--- config.mk ---
export PLATFORM = sky130hd
export DESIGN_NAME = lcd_spi_sink
export DESIGN_NICKNAME = d
export VERILOG_FILES = /design/src/rtl/lcd_pkg.sv /design/src/rtl/lcd_spi_byte_rx.sv /design/src/rtl/lcd_spi_sink.sv
export SDC_FILE = /design/constraint.sdc
export NUM_CORES = 1
export LEC_CHECK = 0
export CAP_MARGIN = 10
export CELL_PAD_IN_SITES_DETAIL_PLACEMENT = 0
export CELL_PAD_IN_SITES_GLOBAL_PLACEMENT = 2
export CORE_ASPECT_RATIO = 2
export CORE_MARGIN = 1
export CORE_UTILIZATION = 29
export CTS_BUF_LIST = sky130_fd_sc_hd__clkbuf_16
export DETAILED_ROUTE_END_ITERATION = 16
export GPL_ROUTABILITY_DRIVEN = 0
export PLACE_DENSITY = 0.79
export SYNTH_ARGS = -nofsm -noshare
export SYNTH_HDL_FRONTEND = slang
export SYNTH_SLANG_ARGS = --single-unit
--- constraint.sdc ---
create_clock -name clk -period 2.4 [get_ports clk]
set_input_delay 0.36 -clock clk [delete_from_list [all_inputs] [get_ports clk]]
set_output_delay 0.36 -clock clk [all_outputs]
set_load 0.01 [all_outputs]
--- src/rtl/lcd_pkg.sv ---
// Shared definitions for the SPI LCD receive sink: ST7789 command codes,
// parser state encoding and the power-on address window.
package lcd_pkg;

    localparam logic [7:0] CMD_SLPIN   = 8'h10;
    localparam logic [7:0] CMD_SLPOUT  = 8'h11;
    localparam logic [7:0] CMD_DISPOFF = 8'h28;
    localparam logic [7:0] CMD_DISPON  = 8'h29;
    localparam logic [7:0] CMD_CASET   = 8'h2A;
    localparam logic [7:0] CMD_RASET   = 8'h2B;
    localparam logic [7:0] CMD_RAMWR   = 8'h2C;

    typedef enum logic [1:0] {
        ST_IDLE     = 2'd0,
        ST_PARAM    = 2'd1,
        ST_RAMWR_HI = 2'd2,
        ST_RAMWR_LO = 2'd3
    } parse_state_t;

    localparam int DEF_XS = 0;
    localparam int DEF_XE = 239;
    localparam int DEF_YS = 0;
    localparam int DEF_YE = 134;

endpackage

--- src/rtl/lcd_spi_byte_rx.sv ---
// Byte receiver for the 4-wire LCD SPI link: synchronizes the serial inputs
// into the clk domain, detects rising spi_clk edges and assembles MSB-first
// bytes. A CS release with a partial byte pending raises frag_err.
module lcd_spi_byte_rx #(
    parameter int SYNC_STAGES = 2
) (
    input  logic       clk,
    input  logic       rst,
    input  logic       spi_clk,
    input  logic       spi_cs,
    input  logic       spi_rs,
    input  logic       spi_data,
    output logic       byte_valid,
    output logic [7:0] rx_byte,
    output logic       byte_rs,
    output logic       frag_err
);

    // All four inputs share the same chain depth so they stay aligned.
    logic [SYNC_STAGES-1:0] clk_sync;
    logic [SYNC_STAGES-1:0] cs_sync;
    logic [SYNC_STAGES-1:0] rs_sync;
    logic [SYNC_STAGES-1:0] data_sync;
    logic                   clk_prev;
    logic                   clk_s;
    logic                   cs_s;
    logic                   rs_s;
    logic                   data_s;
    logic                   clk_rise;
    logic [2:0]             bit_cnt;
    logic [6:0]             shift;

    assign clk_s    = clk_sync[SYNC_STAGES-1];
    assign cs_s     = cs_sync[SYNC_STAGES-1];
    assign rs_s     = rs_sync[SYNC_STAGES-1];
    assign data_s   = data_sync[SYNC_STAGES-1];
    assign clk_rise = clk_s & ~clk_prev;

    // Input synchronizers plus the delayed clock copy for edge detection.
    always_ff @(posedge clk) begin
        if (rst) begin
            clk_sync  <= '0;
            cs_sync   <= '1;
            rs_sync   <= '0;
            data_sync <= '0;
            clk_prev  <= 1'b0;
        end else begin
            clk_sync  <= {clk_sync[SYNC_STAGES-2:0], spi_clk};
            cs_sync   <= {cs_sync[SYNC_STAGES-2:0], spi_cs};
            rs_sync   <= {rs_sync[SYNC_STAGES-2:0], spi_rs};
            data_sync <= {data_sync[SYNC_STAGES-2:0], spi_data};
            clk_prev  <= clk_s;
        end
    end

    // Shift register and bit counter; the eighth edge delivers the byte.
    always_ff @(posedge clk) begin
        if (rst) begin
            bit_cnt    <= '0;
            shift      <= '0;
            byte_valid <= 1'b0;
            rx_byte    <= '0;
            byte_rs    <= 1'b0;
            frag_err   <= 1'b0;
        end else begin
            byte_valid <= 1'b0;
            frag_err   <= 1'b0;
            if (cs_s) begin
                if (bit_cnt != 3'd0) begin
                    frag_err <= 1'b1;
                end
                bit_cnt <= '0;
            end else if (clk_rise) begin
                shift <= {shift[5:0], data_s};
                if (bit_cnt == 3'd7) begin
                    byte_valid <= 1'b1;
                    rx_byte    <= {shift, data_s};
                    byte_rs    <= rs_s;
                    bit_cnt    <= '0;
                end else begin
                    bit_cnt <= bit_cnt + 3'd1;
                end
            end
        end
    end

endmodule

--- src/rtl/lcd_spi_sink.sv ---
// Receive-side decoder for the write-only ST7789-style SPI LCD link.
// Parses command/parameter bytes, tracks the CASET/RASET window and emits
// one RGB565 pixel per RAMWR byte pair with auto-advancing coordinates.
// Optional build macro LCD_SPI_SINK_CRC_EN adds frame_crc, a CRC-16-CCITT
// over every pixel of a frame, latched when the frame completes.
import lcd_pkg::*;

module lcd_spi_sink #(
    parameter int COORD_W     = 9,
    parameter int SYNC_STAGES = 2
) (
    input  logic               clk,
    input  logic               rst,
    input  logic               spi_clk,
    input  logic               spi_cs,
    input  logic               spi_rs,
    input  logic               spi_data,
    output logic               pix_valid,
    output logic [COORD_W-1:0] pix_x,
    output logic [COORD_W-1:0] pix_y,
    output logic [15:0]        pix_data,
    output logic               cmd_valid,
    output logic [7:0]         cmd_code,
    output logic               sleep_out,
    output logic               display_on,
    output logic               frame_done,
    output logic               frag_err
`ifdef LCD_SPI_SINK_CRC_EN
    ,
    output logic [15:0]        frame_crc
`endif
);

    logic               byte_valid;
    logic [7:0]         rx_byte;
    logic               byte_rs;
    logic               is_cmd;
    logic               is_dat;
    parse_state_t       state;
    parse_state_t       state_next;
    logic [1:0]         param_idx;
    logic               param_row;
    logic [7:0]         param_hi;
    logic [COORD_W-1:0] param_start;
    logic [COORD_W-1:0] param_end;
    logic [COORD_W-1:0] xs, xe, ys, ye;
    logic [COORD_W-1:0] cur_x, cur_y;
    logic [7:0]         hi_byte;
    logic               x_wrap;
    logic               y_wrap;

    lcd_spi_byte_rx #(
        .SYNC_STAGES (SYNC_STAGES)
    ) u_byte_rx (
        .clk        (clk),
        .rst        (rst),
        .spi_clk    (spi_clk),
        .spi_cs     (spi_cs),
        .spi_rs     (spi_rs),
        .spi_data   (spi_data),
        .byte_valid (byte_valid),
        .rx_byte    (rx_byte),
        .byte_rs    (byte_rs),
        .frag_err   (frag_err)
    );

    assign is_cmd = byte_valid & ~byte_rs;
    assign is_dat = byte_valid & byte_rs;

    // ">=" rather than "==" so a degenerate window (start > end) wraps at once.
    assign x_wrap = (cur_x >= xe);
    assign y_wrap = (cur_y >= ye);

    // Final parameter byte completes the end coordinate, truncated to COORD_W.
    assign param_end = COORD_W'({param_hi, rx_byte});

    // Parser state register.
    always_ff @(posedge clk) begin
        if (rst) begin
            state <= ST_IDLE;
        end else begin
            state <= state_next;
        end
    end

    // Next-state logic: a command byte always overrides the current state.
    always_comb begin
        state_next = state;
        if (is_cmd) begin
            case (rx_byte)
                CMD_CASET, CMD_RASET: state_next = ST_PARAM;
                CMD_RAMWR:            state_next = ST_RAMWR_HI;
                default:              state_next = ST_IDLE;
            endcase
        end else if (is_dat) begin
            case (state)
                ST_PARAM:    if (param_idx == 2'd3) state_next = ST_IDLE;
                ST_RAMWR_HI: state_next = ST_RAMWR_LO;
                ST_RAMWR_LO: state_next = ST_RAMWR_HI;
                default:     state_next = state;
            endcase
        end
    end

    // Command side effects, window parameters, cursor and pixel outputs.
    always_ff @(posedge clk) begin
        if (rst) begin
            pix_valid   <= 1'b0;
            pix_x       <= '0;
            pix_y       <= '0;
            pix_data    <= '0;
            cmd_valid   <= 1'b0;
            cmd_code    <= '0;
            sleep_out   <= 1'b0;
            display_on  <= 1'b0;
            frame_done  <= 1'b0;
            param_idx   <= '0;
            param_row   <= 1'b0;
            param_hi    <= '0;
            param_start <= '0;
            xs          <= COORD_W'(DEF_XS);
            xe          <= COORD_W'(DEF_XE);
            ys          <= COORD_W'(DEF_YS);
            ye          <= COORD_W'(DEF_YE);
            cur_x       <= COORD_W'(DEF_XS);
            cur_y       <= COORD_W'(DEF_YS);
            hi_byte     <= '0;
        end else begin
            pix_valid  <= 1'b0;
            cmd_valid  <= 1'b0;
            frame_done <= 1'b0;
            if (is_cmd) begin
                cmd_valid <= 1'b1;
                cmd_code  <= rx_byte;
                param_idx <= '0;
                case (rx_byte)
                    CMD_CASET:   param_row  <= 1'b0;
                    CMD_RASET:   param_row  <= 1'b1;
                    CMD_RAMWR: begin
                        cur_x <= xs;
                        cur_y <= ys;
                    end
                    CMD_SLPOUT:  sleep_out  <= 1'b1;
                    CMD_SLPIN:   sleep_out  <= 1'b0;
                    CMD_DISPON:  display_on <= 1'b1;
                    CMD_DISPOFF: display_on <= 1'b0;
                    default: ;
                endcase
            end else if (is_dat) begin
                case (state)
                    ST_PARAM: begin
                        param_idx <= param_idx + 2'd1;
                        case (param_idx)
                            2'd0: param_hi    <= rx_byte;
                            2'd1: param_start <= COORD_W'({param_hi, rx_byte});
                            2'd2: param_hi    <= rx_byte;
                            default: begin
                                if (param_row) begin
                                    ys <= param_start;
                                    ye <= param_end;
                                end else begin
                                    xs <= param_start;
                                    xe <= param_end;
                                end
                            end
                        endcase
                    end
                    ST_RAMWR_HI: hi_byte <= rx_byte;
                    ST_RAMWR_LO: begin
                        pix_valid <= 1'b1;
                        pix_x     <= cur_x;
                        pix_y     <= cur_y;
                        pix_data  <= {hi_byte, rx_byte};
                        if (x_wrap) begin
                            cur_x <= xs;
                            if (y_wrap) begin
                                cur_y      <= ys;
                                frame_done <= 1'b1;
                            end else begin
                                cur_y <= cur_y + 1'b1;
                            end
                        end else begin
                            cur_x <= cur_x + 1'b1;
                        end
                    end
                    default: ;
                endcase
            end
        end
    end

`ifdef LCD_SPI_SINK_CRC_EN
    // CRC-16-CCITT (poly 0x1021), 16 pixel bits folded in MSB first.
    function automatic logic [15:0] crc16_pix(input logic [15:0] crc_in,
                                              input logic [15:0] d);
        logic [15:0] c;
        c = crc_in;
        for (int i = 15; i >= 0; i--) begin
            if (c[15] ^ d[i]) c = {c[14:0], 1'b0} ^ 16'h1021;
            else              c = {c[14:0], 1'b0};
        end
        return c;
    endfunction

    logic [15:0] crc_acc;
    logic [15:0] crc_next;

    assign crc_next = crc16_pix(crc_acc, {hi_byte, rx_byte});

    // Accumulate per pixel; restart on RAMWR and after each completed frame.
    always_ff @(posedge clk) begin
        if (rst) begin
            crc_acc   <= 16'hFFFF;
            frame_crc <= '0;
        end else if (is_cmd && rx_byte == CMD_RAMWR) begin
            crc_acc <= 16'hFFFF;
        end else if (is_dat && state == ST_RAMWR_LO) begin
            if (x_wrap && y_wrap) begin
                frame_crc <= crc_next;
                crc_acc   <= 16'hFFFF;
            end else begin
                crc_acc <= crc_next;
            end
        end
    end
`endif

endmodule

=== Yosys cells after proc, flatten, opt, wreduce, memory -nomap -nowiden ===
Cells that the tools add are included.

* Bits in registers: 154
* Input port bits: 6
* Output and inout port bits: 48
* Word-level logic and storage cells: 125

* Add/sub/neg operators: 4
* Order comparisons: 2
* Eq/ne operators: 16
* Muxes and demuxes: 25
* Bitwise logic cells: 13
* Reductions and logical operators: 33

{| class="wikitable"
|+ Operators by type and width
! kind !! number
|-
| $mux W9 || 11
|-
| $eq A8 B6 Y1 const B || 5
|-
| $add A9 B1 Y9 const B || 2
|-
| $ge A9 B9 Y1 || 2
|-
| $eq A8 B5 Y1 const B || 2
|-
| $reduce_and A3 Y1 || 5
|-
| $reduce_and A4 Y1 || 3
|-
| $reduce_bool A2 Y1 || 6
|-
| $not A1 Y1 || 10
|-
| $reduce_and A2 Y1 || 5
|-
| $reduce_and A5 Y1 || 2
|-
| $reduce_or A2 Y1 || 5
|-
| $reduce_or A3 Y1 || 3
|-
| $eq A2 B2 Y1 const B || 4
|-
| $mux W2 || 3
|-
| $pmux W1 S2 || 3
|-
| $pmux W2 S3 || 1
|-
| $mux W1 || 5
|-
| $reduce_or A5 Y1 || 1
|-
| $eq A2 B1 Y1 const B || 2
|-
| $pmux W2 S2 || 1
|-
| $reduce_bool A4 Y1 || 1
|-
| $add A3 B1 Y3 const B || 1
|-
| $and A1 B1 Y1 || 3
|-
| 7 further kinds || 7
|}

=== Logic depth before layout (Yosys ltp) ===
* Word-level depth: 6
* Mapped depth: 10
* Depth with buffers taken out: 8

=== Modules after synthesis ===
From an unflattened synthesis, not the netlist that was laid out.

* Cell total of the unflattened synthesis: 797
* Area, all modules: 6548.8 sq um

{| class="wikitable"
|+ By module, submodules not included
! module !! instances !! cells an instance !! area an instance (sq um) !! seq. area each (sq um)
|-
| lcd_spi_sink || 1 || 683 || 5461.5 || 2482.4
|-
| lcd_spi_byte_rx || 1 || 114 || 1087.3 || 600.6
|}

=== Least setup slack after synthesis ===
OpenSTA, ideal clock, no wires.

* Kind: register -> register
* Start: register cur_x[0]
* End: register cur_x[6]
* Data arrival time: 1.907 ns
* Data required time: 2.335 ns
* Slack: 0.428 ns
* Stages on the path, launching flop included: 9
* Buffers on the path: 0
* Clock period less this slack: 1.972 ns
* Path through: dfxtp_1 -> inv_1 -> ha_1 -> nor2b_1 -> o21ai_0 -> o2bb2ai_1 -> or3_1 -> or4b_1 -> nand4_1

* Longest elaborated chain between the ends: 5
* Elaborated cells between the ends (all ways): 6
* Classes of those cells: add/sub (1); order compare (1); mux (4)

{| class="wikitable"
|+ Ends and longest elaborated chain
! element !! line !! source
|-
| start: declaration || lcd_spi_sink.sv:47 || <nowiki>logic [COORD_W-1:0] cur_x, cur_y;</nowiki>
|-
| start signal: assignment || lcd_spi_sink.sv:125 || <nowiki>cur_x <= COORD_W'(DEF_XS);</nowiki>
|-
| start signal: assignment || lcd_spi_sink.sv:140 || <nowiki>cur_x <= xs;</nowiki>
|-
| start signal: assignment || lcd_spi_sink.sv:175 || <nowiki>cur_x <= xs;</nowiki>
|-
| $add A9 B1 Y9 / $ge A9 B9 Y1 (equally long branches) || lcd_spi_sink.sv:183, lcd_spi_sink.sv:71 ||
|-
| $mux W9 (*) || lcd_spi_sink.sv:174 || <nowiki>if (x_wrap) begin</nowiki>
|-
| $mux W9 (*) || lcd_spi_sink.sv:150 || <nowiki>case (state)</nowiki>
|-
| $mux W9 (*) || lcd_spi_sink.sv:149 || <nowiki>end else if (is_dat) begin</nowiki>
|-
| $mux W9 (*) || lcd_spi_sink.sv:132 || <nowiki>if (is_cmd) begin</nowiki>
|}

Mark *: on every way between the ends. The rest lies on a longest branch, timed or not. The select of a mux whose other input is x is not followed.
A chain may end at the register's enable or synchronous reset.

=== Final worst setup path ===
* Start: register cur_x[0]
* End: register cur_x[4]

Same word-level chain as after synthesis.

==> reports/qor.tcl <==
set qor(groute.usage.overall) 0.1708
set qor(ir_worst_vdd_mv) 0.4695
set qor(avgViaCountPerCell) 4.837
set qor(hold_class) {in2reg}
set qor(totalWireLength_mm) 18.44
set qor(drcViolationCount) 0
set qor(dieArea_sq_um) 23030
set qor(cts_num_sinks) 154
set qor(rsz0062_at_grt) {no}
set qor(floorplan.initialDensity) 0.2944
set qor(crit_path_cell_trace) {inv_1 > ha_1 > nor2b_1 > o21ai_0 > o2bb2ai_1 > or3_1 > or4b_1 > nand4_1}
set qor(max_stage_delay_ns) 0.53
set qor(drive_above_1_share) 0.08924
set qor(numPortBuffers) 53
set qor(cts.reportedPaths.clkPinSlew_ns) 0.06
set qor(worst-path-max-fanout) 6
set qor(clk_latency_ns) 0.43
set qor(final_max_slew_viol_count) 0
set qor(dp_worst_setup_slack_ns) -0.07674
set qor(syn_area_per_cell_sq_um) 8.088
set qor(postSynthRegisterBits) 154
set qor(yosys.area.top_type) {sky130_fd_sc_hd__dfxtp_1}
set qor(type_of_destination_of_the_critical_path) {register}
set qor(synth.yosys.warnings) 0
set qor(critical_path.startpoint_type) {register}
set qor(io-pin-count) 54
set qor(regToRegSetupSlack_ns) 0.19
set qor(finalHoldViolations) 0
set qor(final_cycle_utilization_of_the_critical_path) 0.9217
set qor(grt_pass1_vias) 5406
set qor(timing.critical_path.required_ns) 2.77
set qor(grt_antenna_before_repair) 0
set qor(worst-setup-path-type) {reg2reg}
set qor(critical_path.top_delay_family) {simple AND/OR/NAND/NOR gates}
set qor(final_antenna_net_count) 0
set qor(tritoncts) {yes}
set qor(worst_ep_arrival_time_ns) 2.58
set qor(fp-row-count) 77
set qor(max_freq_mhz) 452.1
set qor(grt_max_degree) 119
set qor(detailed_placement_wirelength_estimate_mm) 12.99
set qor(synth.net_count) 840
set qor(globalRoute.totalOverflow) 0
set qor(register_area_share_after_synthesis) 0.4747
set qor(status) {finished clean}
set qor(clock_tree.htree_level_count) 4
set qor(synthToLayoutAreaGrowth_pct) 24.48
set qor(power-per-cell-area_nw_per_um2) 672.5
set qor(yosys.cell_types.count) 47
set qor(final_core_util) 0.3665
set qor(placed_area_sq_um) 7478
set qor(initialDrtViolationCount) 214
set qor(die_w_um) 107.8
set qor(largest-register) {pix_data}
set qor(route.detailed.wl_per_inst_um) 16.04
set qor(final_cell_count_no_fill) 1150
set qor(max-slew-margin-rel) 0.5976
set qor(max_cap_violations) 0
set qor(place.detailed.instances) 1118
set qor(multi_input_comb_area_sq_um) 3065
set qor(total_leakage_power_nw) 3.042
set qor(cts-root-to-sink-buffers) 2
set qor(clock_root_buffer_master) {sky130_fd_sc_hd__clkbuf_16}
set qor(timing_worst_slew_pin_value_ns) 0.6036
set qor(design.final.nets) 898
set qor(synth_edf_count) 0
set qor(design_area_sq_um) 8085
set qor(p_total_w) 0.005437
set qor(final_period_minus_worst_setup_slack_ns) 2.212
set qor(worst_path_max_delay_cell) {sky130_fd_sc_hd__or4b_1}
set qor(layout.area.seq_sq_um) 3083
set qor(largest_reg_flops) 16
set qor(asyncSetResetFlopFracSynth) 0
set qor(first_pass_grt_wire_length_mm) 29.24
set qor(drt_first_pass_iters) 4
set qor(synth.top_cell.area_share) 0.4747
set qor(cp_num_buf_inv) 1
set qor(nFillCells) 2261
set qor(die_height_um) 213.6
set qor(syn-cell-area_sq_um) 6495
set qor(cts_bufs_inserted) 17
set qor(synth.area.top_cells) {sky130_fd_sc_hd__dfxtp_1 47%, sky130_fd_sc_hd__nand2_1 12%, sky130_fd_sc_hd__a21oi_1 8.9%}
set qor(setup_viol) 0
set qor(post-route-worst-setup-slack_ns) 0.1879
set qor(synth_ff_type) {sky130_fd_sc_hd__dfxtp_1}
set qor(routed-via-count) 5563
set qor(antenna_cells) 0
set qor(syn-instance-count) 803
set qor(core-area_sq_um) 22060
set qor(timing.clock.skew_ns) 0.01112
## worst reg2reg max path, cell delays in order (launching register included)
cell,delay [ns]
sky130_fd_sc_hd__dfxtp_1,0.39
sky130_fd_sc_hd__inv_1,0.08
sky130_fd_sc_hd__ha_1,0.27
sky130_fd_sc_hd__nor2b_1,0.10
sky130_fd_sc_hd__o21ai_0,0.09
sky130_fd_sc_hd__o2bb2ai_1,0.18
sky130_fd_sc_hd__or3_1,0.42
sky130_fd_sc_hd__or4b_1,0.53
sky130_fd_sc_hd__nand4_1,0.09
## placed cells by master, fill, tap and decap left out, drive strengths merged, types with 2 or more instances in the layout
cell	Yosys	layout
nor3	8	8
clkinvlp	0	3
nor2b	13	13
a31oi	2	2
or3	5	5
ha	31	31
nand2b	4	4
nand4	13	13
a32oi	3	3
bufinv	0	3
buf	15	41
or4b	3	3
a221oi	2	2
clkinv	1	6
mux2i	20	20
o211ai	9	9
o21ai	16	16
nor4	4	4
and3	11	11
nand3	18	18
o31ai	2	2
nor3b	2	2
or2	4	4
a21boi	2	2
clkdlybuf4s50	0	52
o32ai	7	7
a21oi	115	115
dfxtp	154	154
clkbuf	39	17
nor2	33	33
inv	36	40
and2	3	3
nand2	214	214
nor4b	2	2
## Yosys cell counts (2+ instances only)
master	number
sky130_fd_sc_hd__nand2_1	214
sky130_fd_sc_hd__dfxtp_1	154
sky130_fd_sc_hd__a21oi_1	115
sky130_fd_sc_hd__clkbuf_1	39
sky130_fd_sc_hd__inv_1	36
sky130_fd_sc_hd__nor2_1	33
sky130_fd_sc_hd__ha_1	31
sky130_fd_sc_hd__mux2i_1	20
sky130_fd_sc_hd__nand3_1	18
sky130_fd_sc_hd__o21ai_0	16
sky130_fd_sc_hd__nand4_1	13
sky130_fd_sc_hd__nor2b_1	13
sky130_fd_sc_hd__and3_1	11
sky130_fd_sc_hd__o211ai_1	9
sky130_fd_sc_hd__nor3_1	8
sky130_fd_sc_hd__buf_1	7
sky130_fd_sc_hd__buf_2	7
sky130_fd_sc_hd__o32ai_1	7
sky130_fd_sc_hd__or3_1	5
sky130_fd_sc_hd__nand2b_1	4
sky130_fd_sc_hd__or2_2	4
sky130_fd_sc_hd__a32oi_1	3
sky130_fd_sc_hd__and2_1	3
sky130_fd_sc_hd__nor4_1	3
sky130_fd_sc_hd__or4b_1	3
sky130_fd_sc_hd__a221oi_1	2
sky130_fd_sc_hd__a31oi_1	2
sky130_fd_sc_hd__nor3b_1	2
sky130_fd_sc_hd__nor4b_1	2
sky130_fd_sc_hd__o31ai_1	2
## where the power goes
group	switching, W	internal [W]
Combinational	0.0000703	0.0000343
Sequential	0.0000101	0.00257
Clock	0.00112	0.00164
Total	0.00120	0.00424
## final cells by class
class,count,area share
flip-flops and latches,154,0.3813
multi-input cells,558,0.3791
repair buffers,93,0.1055
clock buffers,17,0.05262
well taps,276,0.04271
clock inverters,15,0.02151
inverters,37,0.01718
## cells by family after synthesis
logic type	share of synthesized area
muxes	0.03082
and+or+nand+nor	0.2352
DFF	0.4747
buffers and inverters	0.05452
adders and majority gates	0.05972
xor gates and xnor gates	0.001349
AOI/OAI and AO/OA	0.1437
## path summary, 6_finish.rpt
| path | start | endpoint | cells past startpoint |
|---|---|---|---|
| worst max-delay path | cur_x[0] | cur_x[4] | 8 |
| worst min-delay path | rst | cur_x[3] | 4 |
| worst max register to register | cur_x[0] | cur_x[4] | 8 |
| worst min register to register | u_byte_rx.cs_sync[0] | u_byte_rx.cs_sync[1] | 1 |
## per-stage QoR
| stage | hold WS, ns | setup TNS (ns) |
|---|---|---|
| 4_1_cts | 0.3641 | 0 |
| 6_report | 0.3873 | 0 |
| 5_1_grt | 0.4091 | 0 |
| 2_1_floorplan | 0.3895 | 0 |
| 3_5_place_dp | 0.3966 | -0.3749 |
| 3_3_place_gp | 0.4013 | -0.07979 |
## repair_timing
action,CTS,global route
resized for setup,1,1
setup endpoints to repair,7,7
hold buffers,0,0
gates cloned,0,0
setup buffers,0,0
## per-layer routing
metal  part of all wire  wire [um]  track usage
met1               0.39       7234       0.1775
met2               0.55      10210       0.3205
met3              0.022        407      0.03404
met4              0.032        593      0.08266
met5                  0          0            0
No activity file was read; power rests on OpenSTA's default activity.
